[src/rtl/bridge_setpoint_ramp.sv]
// bridge_setpoint_ramp: slew-limited signed duty setpoint with zero-crossing hold.
// Optional: BRIDGE_RAMP_FAULT_LATCH_EN latches FAULT until i_fault_clr.
module bridge_setpoint_ramp #(
  parameter int STEP      = 8,
  parameter int RATE_DIV  = 1000,
  parameter int ZERO_HOLD = 5000,
  parameter int LIMIT     = 1023
) (
  input  logic        i_clk,
  input  logic        i_reset_n,
  input  logic        i_cmd_valid,
  input  logic [10:0] i_cmd_target,
  output logic        o_cmd_ready,
  input  logic        i_fault,
  input  logic        i_fault_clr,
  output logic [10:0] o_signed_val,
  output logic        o_busy,
  output logic        o_done,
  output logic        o_fault
);

  localparam int CW = (RATE_DIV > 1) ? $clog2(RATE_DIV) : 1;
  localparam int HW = $clog2(ZERO_HOLD + 1);

  localparam logic signed [11:0] STEP_S = 12'(STEP);
  localparam logic signed [11:0] LIM_S  = 12'(LIMIT);
  localparam logic [CW-1:0] CNT_MAX = CW'(RATE_DIV - 1);
  localparam logic [HW-1:0] HOLD_LD = HW'(ZERO_HOLD);
  localparam logic [HW-1:0] HOLD_END = HW'(1);

  typedef enum logic [1:0] {
    S_IDLE,
    S_RAMP,
    S_HOLD,
    S_FAULT
  } state_t;

  state_t r_state, w_state_nx;

  logic [10:0]   r_val, w_val_nx;
  logic [10:0]   r_tgt, w_tgt_nx;
  logic [CW-1:0] r_cnt, w_cnt_nx;
  logic [HW-1:0] r_hold, w_hold_nx;
  logic          r_ready;
  logic          r_done, w_done_nx;

  logic w_accept;
  logic w_tick;
  logic w_cross;
  logic w_fault_exit;

  logic signed [11:0] w_cmd;
  logic signed [11:0] w_clamp;
  logic signed [11:0] w_cur;
  logic signed [11:0] w_tgt;
  logic signed [11:0] w_diff;
  logic signed [11:0] w_mag;
  logic signed [11:0] w_d;
  logic signed [11:0] w_step;

`ifdef BRIDGE_RAMP_FAULT_LATCH_EN
  assign w_fault_exit = i_fault_clr;
`else
  logic w_unused_clr;
  assign w_unused_clr = i_fault_clr;
  assign w_fault_exit = 1'b1;
`endif

  assign w_accept = i_cmd_valid & r_ready;
  assign w_tick   = (r_cnt == CNT_MAX);

  assign w_cmd = {i_cmd_target[10], i_cmd_target};
  assign w_clamp = (w_cmd > LIM_S)  ? LIM_S  :
                   (w_cmd < -LIM_S) ? -LIM_S : w_cmd;

  assign w_cur = {r_val[10], r_val};
  assign w_tgt = {r_tgt[10], r_tgt};

  // A reversal first drives toward zero; otherwise head straight for target.
  assign w_cross = (r_val != '0) && (r_tgt != '0) &&
                   (r_val[10] != r_tgt[10]);
  assign w_diff = w_cross ? -w_cur : (w_tgt - w_cur);
  assign w_mag  = w_diff[11] ? -w_diff : w_diff;
  assign w_d    = (w_mag < STEP_S) ? w_mag : STEP_S;
  assign w_step = w_diff[11] ? (w_cur - w_d) : (w_cur + w_d);

  always_comb begin
    w_state_nx = r_state;
    w_val_nx   = r_val;
    w_tgt_nx   = r_tgt;
    w_cnt_nx   = r_cnt;
    w_hold_nx  = r_hold;
    w_done_nx  = 1'b0;
    if (i_fault) begin
      w_state_nx = S_FAULT;
      w_val_nx   = '0;
      w_tgt_nx   = '0;
      w_cnt_nx   = '0;
      w_hold_nx  = '0;
    end else begin
      unique case (r_state)
        S_IDLE: begin
          if (w_accept) begin
            w_tgt_nx = w_clamp[10:0];
            w_cnt_nx = '0;
            if (w_clamp == w_cur) w_done_nx = 1'b1;
            else w_state_nx = S_RAMP;
          end
        end
        S_RAMP: begin
          if (w_accept) begin
            w_tgt_nx = w_clamp[10:0];
            w_cnt_nx = '0;
          end else if (w_tick) begin
            w_cnt_nx = '0;
            w_val_nx = w_step[10:0];
            if (w_cross && (w_step == 12'sd0)) begin
              w_state_nx = S_HOLD;
              w_hold_nx  = HOLD_LD;
            end else if (!w_cross && (w_step == w_tgt)) begin
              w_state_nx = S_IDLE;
              w_done_nx  = 1'b1;
            end
          end else begin
            w_cnt_nx = r_cnt + CW'(1);
          end
        end
        S_HOLD: begin
          if (w_accept) begin
            w_tgt_nx = w_clamp[10:0];
            w_cnt_nx = '0;
          end
          if (r_hold == HOLD_END) begin
            w_state_nx = S_RAMP;
            w_hold_nx  = '0;
            w_cnt_nx   = '0;
          end else begin
            w_hold_nx = r_hold - HW'(1);
          end
        end
        S_FAULT: begin
          if (w_fault_exit) w_state_nx = S_IDLE;
        end
      endcase
    end
  end

  always_ff @(posedge i_clk or negedge i_reset_n) begin
    if (!i_reset_n) begin
      r_state <= S_IDLE;
      r_val   <= '0;
      r_tgt   <= '0;
      r_cnt   <= '0;
      r_hold  <= '0;
      r_ready <= 1'b0;
      r_done  <= 1'b0;
    end else begin
      r_state <= w_state_nx;
      r_val   <= w_val_nx;
      r_tgt   <= w_tgt_nx;
      r_cnt   <= w_cnt_nx;
      r_hold  <= w_hold_nx;
      r_ready <= (w_state_nx != S_FAULT);
      r_done  <= w_done_nx;
    end
  end

  assign o_cmd_ready  = r_ready;
  assign o_signed_val = r_val;
  assign o_busy       = (r_state != S_IDLE);
  assign o_done       = r_done;
  assign o_fault      = (r_state == S_FAULT);

endmodule
[config.mk]
export PLATFORM = sky130hd
export DESIGN_NAME = bridge_setpoint_ramp
export DESIGN_NICKNAME = d
export VERILOG_FILES = /design/src/rtl/bridge_setpoint_ramp.sv
export SDC_FILE = /design/constraint.sdc
export NUM_CORES = 1
export LEC_CHECK = 0
export ABC_AREA = 1
export BUFFER_PORTS_ARGS = -buffer_cell sky130_fd_sc_hd__buf_2
export CAP_MARGIN = 20
export CORE_MARGIN = 3
export CORE_UTILIZATION = 30
export DETAILED_ROUTE_END_ITERATION = 10
export REMOVE_ABC_BUFFERS = 1
export SLEW_MARGIN = 10
export SYNTH_ARGS = -nofsm -noshare
export SYNTH_HDL_FRONTEND = slang
export SYNTH_SLANG_ARGS = --single-unit
[constraint.sdc]
create_clock -name i_clk -period 5.5 [get_ports i_clk]
set_clock_uncertainty 0.15 [all_clocks]
set_input_delay 1.1 -clock i_clk [delete_from_list [all_inputs] [get_ports i_clk]]
set_output_delay 1.1 -clock i_clk [all_outputs]
set_load 0.02 [all_outputs]
==> results of run 1 <==
[synth_stat cells, types with 7 or more instances]
library cell,instances
nand2_1,180
o22ai_1,17
inv_1,131
nand2_2,20
nand4_1,24
o21ai_1,8
ha_1,35
nor3_1,26
nand3_1,65
dfrtp_1,49
xor2_1,33
nand3_2,7
o21ai_0,39
inv_2,10
a21oi_1,34
nor2_1,69
[registers in the layout, indices dropped and copies added, names as in the netlist]
name and count:
o_cmd_ready 1, r_tgt 11, r_state 2, o_signed_val 11, r_hold 13, o_done 1, r_cnt 10
[logic make-up (layout without fill, tap and decap cells)]
group / Yosys count / after routing / synth area share [%]
fa+ha+maj: 37 / 37 / 8.85
compound gates: 123 / 123 / 13.2
simple gates: 421 / 421 / 37.1
flops: 49 / 49 / 22.7
buf+inv: 158 / 374 / 11.9
xor+xnor: 39 / 39 / 6.32
[final cells by class]
type                       instances  area [um^2]  area share (%)
tap                              225          282            3.54
sequential                        49         1230            15.4
clock inverter                     2         38.8           0.487
inverter                         145          564            7.09
clock buffer                       6          129            1.62
timing repair buffer             221         1650            20.7
multi-input combinational        620         4070            51.2
[power by group through the flow]
stage / clock [mW] / combinational [mW] / sequential, mW
after detailed placement: 0 / 1.62 / 0.483
after CTS: 0.363 / 1.83 / 0.476
after global placement: 0 / 1.59 / 0.482
final: 0.357 / 2.06 / 0.479
after floorplan: 0 / 0.979 / 0.476
after global routing: 0.379 / 2.27 / 0.488
[routing by layer]
layer  up-vias  track usage [%]  wire length [um]
met5         -                0                 0
met4         0             4.13               439
met3        29             1.78               713
met2       126             29.6              8200
met1      2818             23.6              8040
li1       3142                -                 -
[worst max-delay path, delay by kind of cell (launching register included)]
kind | cells | cell delay, ns
simple gates | 24 | 2.28
flops | 1 | 0.39
compound gates | 4 | 0.75
fa+ha+maj | 5 | 1.32
xor+xnor | 2 | 0.33
buf+inv | 7 | 0.75
[cell usage in the layout, fill, tap and decap left out, types with 7 or more instances in the layout]
cell type / n
o21ai_1: 7
a21oi_1: 21
nor2_1: 63
o21ai_0: 33
nand3_1: 58
o22ai_1: 15
nor3_1: 18
ha_1: 26
nor2_4: 9
dfrtp_1: 48
ha_4: 9
buf_4: 177
xor2_1: 29
buf_6: 14
nand2_1: 161
a21oi_2: 13
inv_1: 123
nand2_2: 37
o21ai_2: 11
nor3_2: 8
nand3_2: 11
buf_2: 29
inv_2: 15
nand4_1: 24
[worst max-delay path by stage]
stage	start	endpoint	cells after the start
floorplan	o_signed_val[0]	r_hold[11]	44
global placement	r_tgt[0]	r_state[1]	46
detailed placement	r_tgt[0]	r_hold[4]	48
CTS	r_tgt[0]	r_hold[4]	48
global route	r_tgt[0]	o_cmd_ready	50
finish	r_tgt[0]	o_done	42
[what timing repair did]
item	in CTS	in global routing
hold buffers	0	0
resized for setup	65	76
setup buffers	28	12
endpoints found under the setup margin	22	23
pin swaps	50	81
[metrics by stage]
stage                     hold slack [ns]  cell area, um^2  utilization, %  power, mW
after floorplan                     0.331             5310               -       1.46
after global placement              0.354             6910            39.5       2.07
after detailed placement            0.375             6920            39.6       2.10
after CTS                           0.386             7540            43.2       2.67
after global routing                0.414             7960            45.5       3.14
final                               0.395             7960            45.5       2.89
==> results.cfg, run 1 <==
[sta]
final.setup.tns_ns = -8.99
fin_crit_ns = 6.12
rsz0062_at_grt = true
slew-limit-headroom_pct = 56.6
setup_viol = 17
hold_viol_final = 0
finalCritPeriodShare_pct = 111
max_slew.worst_pin.slew_ns = 0.651
finalMaxSlewViolations = 0
fin_ws_ns = -0.617
max_freq_ghz = 0.163

[clocking]
cts_tree = done
clock-root-buffer = clkbuf_16
cts.sinks = 49
clockBufferDepth = 2
clk_pin_slew_ns = 0.07
clk_latency_ns = 0.29
htree_num_levels = 2
numCtsBuffers = 5

[global_route]
first_global_vias = 6003
globalRoute.totalOverflow = 0
grt_pass1_wl_mm = 28.5
antenna_found_initial = 0
grt_max_degree = 50
track_usage_pct = 17.3

[synthesis]
synth_edf_count = 0
synth_seq_area_share_pct = 22.7
yosysUniqueCellTypes = 49
syn_inst = 827
ys.flop_type = dfrtp_1
syn-cell-area_um2 = 5400
synth_area_per_cell_um2 = 6.53
synth-seq-cells = 49
ys_top_cells_by_area = dfrtp_1 23%, nand2_1 13%, inv_1 9.1%
yosysTopAreaCell = dfrtp_1
ys_warn_count = 0
async_reset_ff_share_pct = 100
yosysTopAreaCellShare_pct = 22.7

[status]
status = finished with violations
violations = setup timing

[place]
dp_slack_ns = -0.999
gp_congestion = 0.898
hpwlAfterDp_mm = 13.3
dp.cells = 1225
portBuffers = 29

[floorplan]
initial_core_util_pct = 30.9
die_w_um = 140
io_pins = 31
die_y_um = 140
core_area_um2 = 17500
rows = 48
die-area_um2 = 19700

[setup_path]
cp_common_cell = nand2_2
worstPathArrival_ns = 6.15
critPathMaxStageDelay_ns = 0.41
crit_type = reg -> reg
crit_fanout = 5
critPathRequiredTime_ns = 5.53
ff2ff_path_depth = 42
cpMaxStageDelayCell = fa_2
r2r_end = o_done
r2r_start = r_tgt[0]
start_kind = register
crit_path_end_kind = register
ff2ff_setup_slack_ns = -0.62

[power]
pwr-share-clk_pct = 12.4
ir_drop_mv = 0.242
p_seq_share_pct = 16.5
p_sw_share_pct = 45.4
p_int_mw = 1.58
p_leak_nw = 4.02
switchingPower_mw = 1.31
power.density_nw_per_um2 = 364
power_frac_comb_pct = 71.1

[final_layout]
num_antenna_cells = 0
instances_no_fill = 1268
fillers = 1777
layout-drive-gt1-share_pct = 36.8
area_delta_synth_final_pct = 47.3
nNetsFinal = 1095

[min_path]
hold_depth = 2
hp-class = reg -> reg
holdPathEnd = r_hold[12]
hold_start = r_hold[12]

[drt]
routedWlPerCell_um = 13.7
via_count = 6115
firstDrtPassIters = 4
vias_per_cell = 4.82
wirelength_mm = 17.4
drtIter0Drc = 285
drc_errors = 0
ant_nets = 0

[flow_run]
cap_viol_max_count = 0
(Power assumes the default switching activity.)
==> run 2, diff against run 1 <==
--- a/config.mk
+++ b/config.mk
@@ -12,6 +12,7 @@
 export CORE_UTILIZATION = 30
 export DETAILED_ROUTE_END_ITERATION = 10
 export REMOVE_ABC_BUFFERS = 1
+export SETUP_SLACK_MARGIN = 0.5
 export SLEW_MARGIN = 10
 export SYNTH_ARGS = -nofsm -noshare
 export SYNTH_HDL_FRONTEND = slang
==> results.cfg, run 2 (synthesis results as in run 1) <==
[global_route]
first_global_vias = 6058
grt_pass1_wl_mm = 28.7
antenna_found_initial = 0
grt_max_degree = 50
track_usage_pct = 17.5
globalRoute.totalOverflow = 0

[drt]
wirelength_mm = 17.7
via_count = 6184
drc_errors = 0
vias_per_cell = 4.84
firstDrtPassIters = 5
routedWlPerCell_um = 13.8
ant_nets = 0
drtIter0Drc = 248

[sta]
fin_ws_ns = -0.699
finalCritPeriodShare_pct = 113
hold_viol_final = 0
slew-limit-headroom_pct = 56.1
max_slew.worst_pin.slew_ns = 0.659
max_freq_ghz = 0.161
whs_ns = 0.395
setup_viol = 17
finalMaxSlewViolations = 0
fin_crit_ns = 6.20
rsz0062_at_grt = true

[power]
p_leak_nw = 4.09
ir_drop_mv = 0.238
p_seq_share_pct = 16.2
pwr-share-clk_pct = 12.0
p_int_mw = 1.63
switchingPower_mw = 1.33
power.density_nw_per_um2 = 363
p_sw_share_pct = 45.0
power_frac_comb_pct = 71.8

[final_layout]
design_area_um2 = 8140
num_antenna_cells = 0
multi_input_area_um2 = 4140
final_util_pct = 46.6
register_area_um2 = 1230
final_common_cell = buf_4
layout-drive-gt1-share_pct = 38.7
nNetsFinal = 1106
area_delta_synth_final_pct = 50.7
largest_reg_flops = 13
fillers = 1747
instances_no_fill = 1279
final_cell_mix = 180 x buf_4, 156 x nand2_1, 122 x inv_1
top_register = r_hold

[clocking]
htree_num_levels = 2
clock-root-buffer = clkbuf_16
clockBufferDepth = 2
cts_tree = done
numCtsBuffers = 5
clk_pin_slew_ns = 0.07
clk_latency_ns = 0.29
cts.sinks = 49

[place]
dp.cells = 1225
portBuffers = 29
hpwlAfterDp_mm = 13.3
dp_slack_ns = -0.999
gp_congestion = 0.898
placed_area_um2 = 6920

[setup_path]
worstPathArrival_ns = 6.23
critPathMaxStageDelay_ns = 0.41
crit_family = simple AND/OR/NAND/NOR gates
critPathBufInv = 9
crit_path_end_kind = register
crit_fanout = 4
critPathRequiredTime_ns = 5.53
cp_common_cell = nand2_2
crit_type = reg -> reg
start_kind = register
cpMaxStageDelayCell = fa_2

[status]
violations = setup timing
status = finished with violations

[min_path]
hp-class = reg -> reg

[floorplan]
die_y_um = 140
core_area_um2 = 17500
rows = 48
die-area_um2 = 19700
initial_core_util_pct = 30.9
die_w_um = 140
io_pins = 31

[flow_run]
cap_viol_max_count = 0
## run 2: cell types whose count changed in the layout (fill, tap and decap cells not counted), sizes merged
cell	before	now
buf	221	232
## run 2: path summary, 6_finish.rpt
kind,startpoint,to,slack (ns),depth (start not counted)
max,r_tgt[0],o_done,-0.70,44
min,r_hold[12],r_hold[12],0.39,2
max reg2reg,r_tgt[0],o_done,-0.70,44
min reg2reg,r_hold[12],r_hold[12],0.39,2
max in group asynchronous,i_reset_n,o_signed_val[0],3.95,2
min in group asynchronous,i_reset_n,r_hold[9],0.76,2
## run 2: cell type report
type / instances / area share, %
timing repair buffer: 232 / 21.6
sequential: 49 / 15.1
multi-input combinational: 620 / 50.9
clock buffer: 6 / 1.58
inverter: 145 / 6.93
tap: 225 / 3.46
clock inverter: 2 / 0.476
## run 2: layer usage
layer	track usage (%)	vias up	routed length, um
li1	-	3160	-
met1	23.6	2879	8180
met2	29.9	117	8460
met3	1.78	28	640
met4	4.59	0	381
met5	0	-	0
## run 2: worst reg2reg max path: cells and delay by family, from the launching register on
family / cells / cell delay, ns
buf+inv: 9 / 1.03
fa+ha+maj: 4 / 1.13
flops: 1 / 0.39
xor+xnor: 2 / 0.33
simple gates: 24 / 2.20
compound gates: 5 / 0.84
## run 2: power groups by stage
stage	clock network [mW]	registers (mW)	logic (mW)
detailed placement	0	0.483	1.62
CTS	0.363	0.476	1.87
floorplan	0	0.476	0.979
global route	0.378	0.488	2.34
global placement	0	0.482	1.59
finish	0.356	0.479	2.13
## run 2: what timing repair did
item	CTS	global route
gates cloned	0	0
pin swaps	55	84
setup endpoints to repair	26	26
resized for setup	87	80
hold buffers	0	0
buffers inserted	29	17
## run 2: per-stage QoR
stage	total power, mW	TNS (ns)
after floorplan	1.46	-12.73
after global placement	2.07	-14.16
after detailed placement	2.10	-16.77
after CTS	2.71	-9.08
after global routing	3.21	-17.97
final	2.96	-10.16
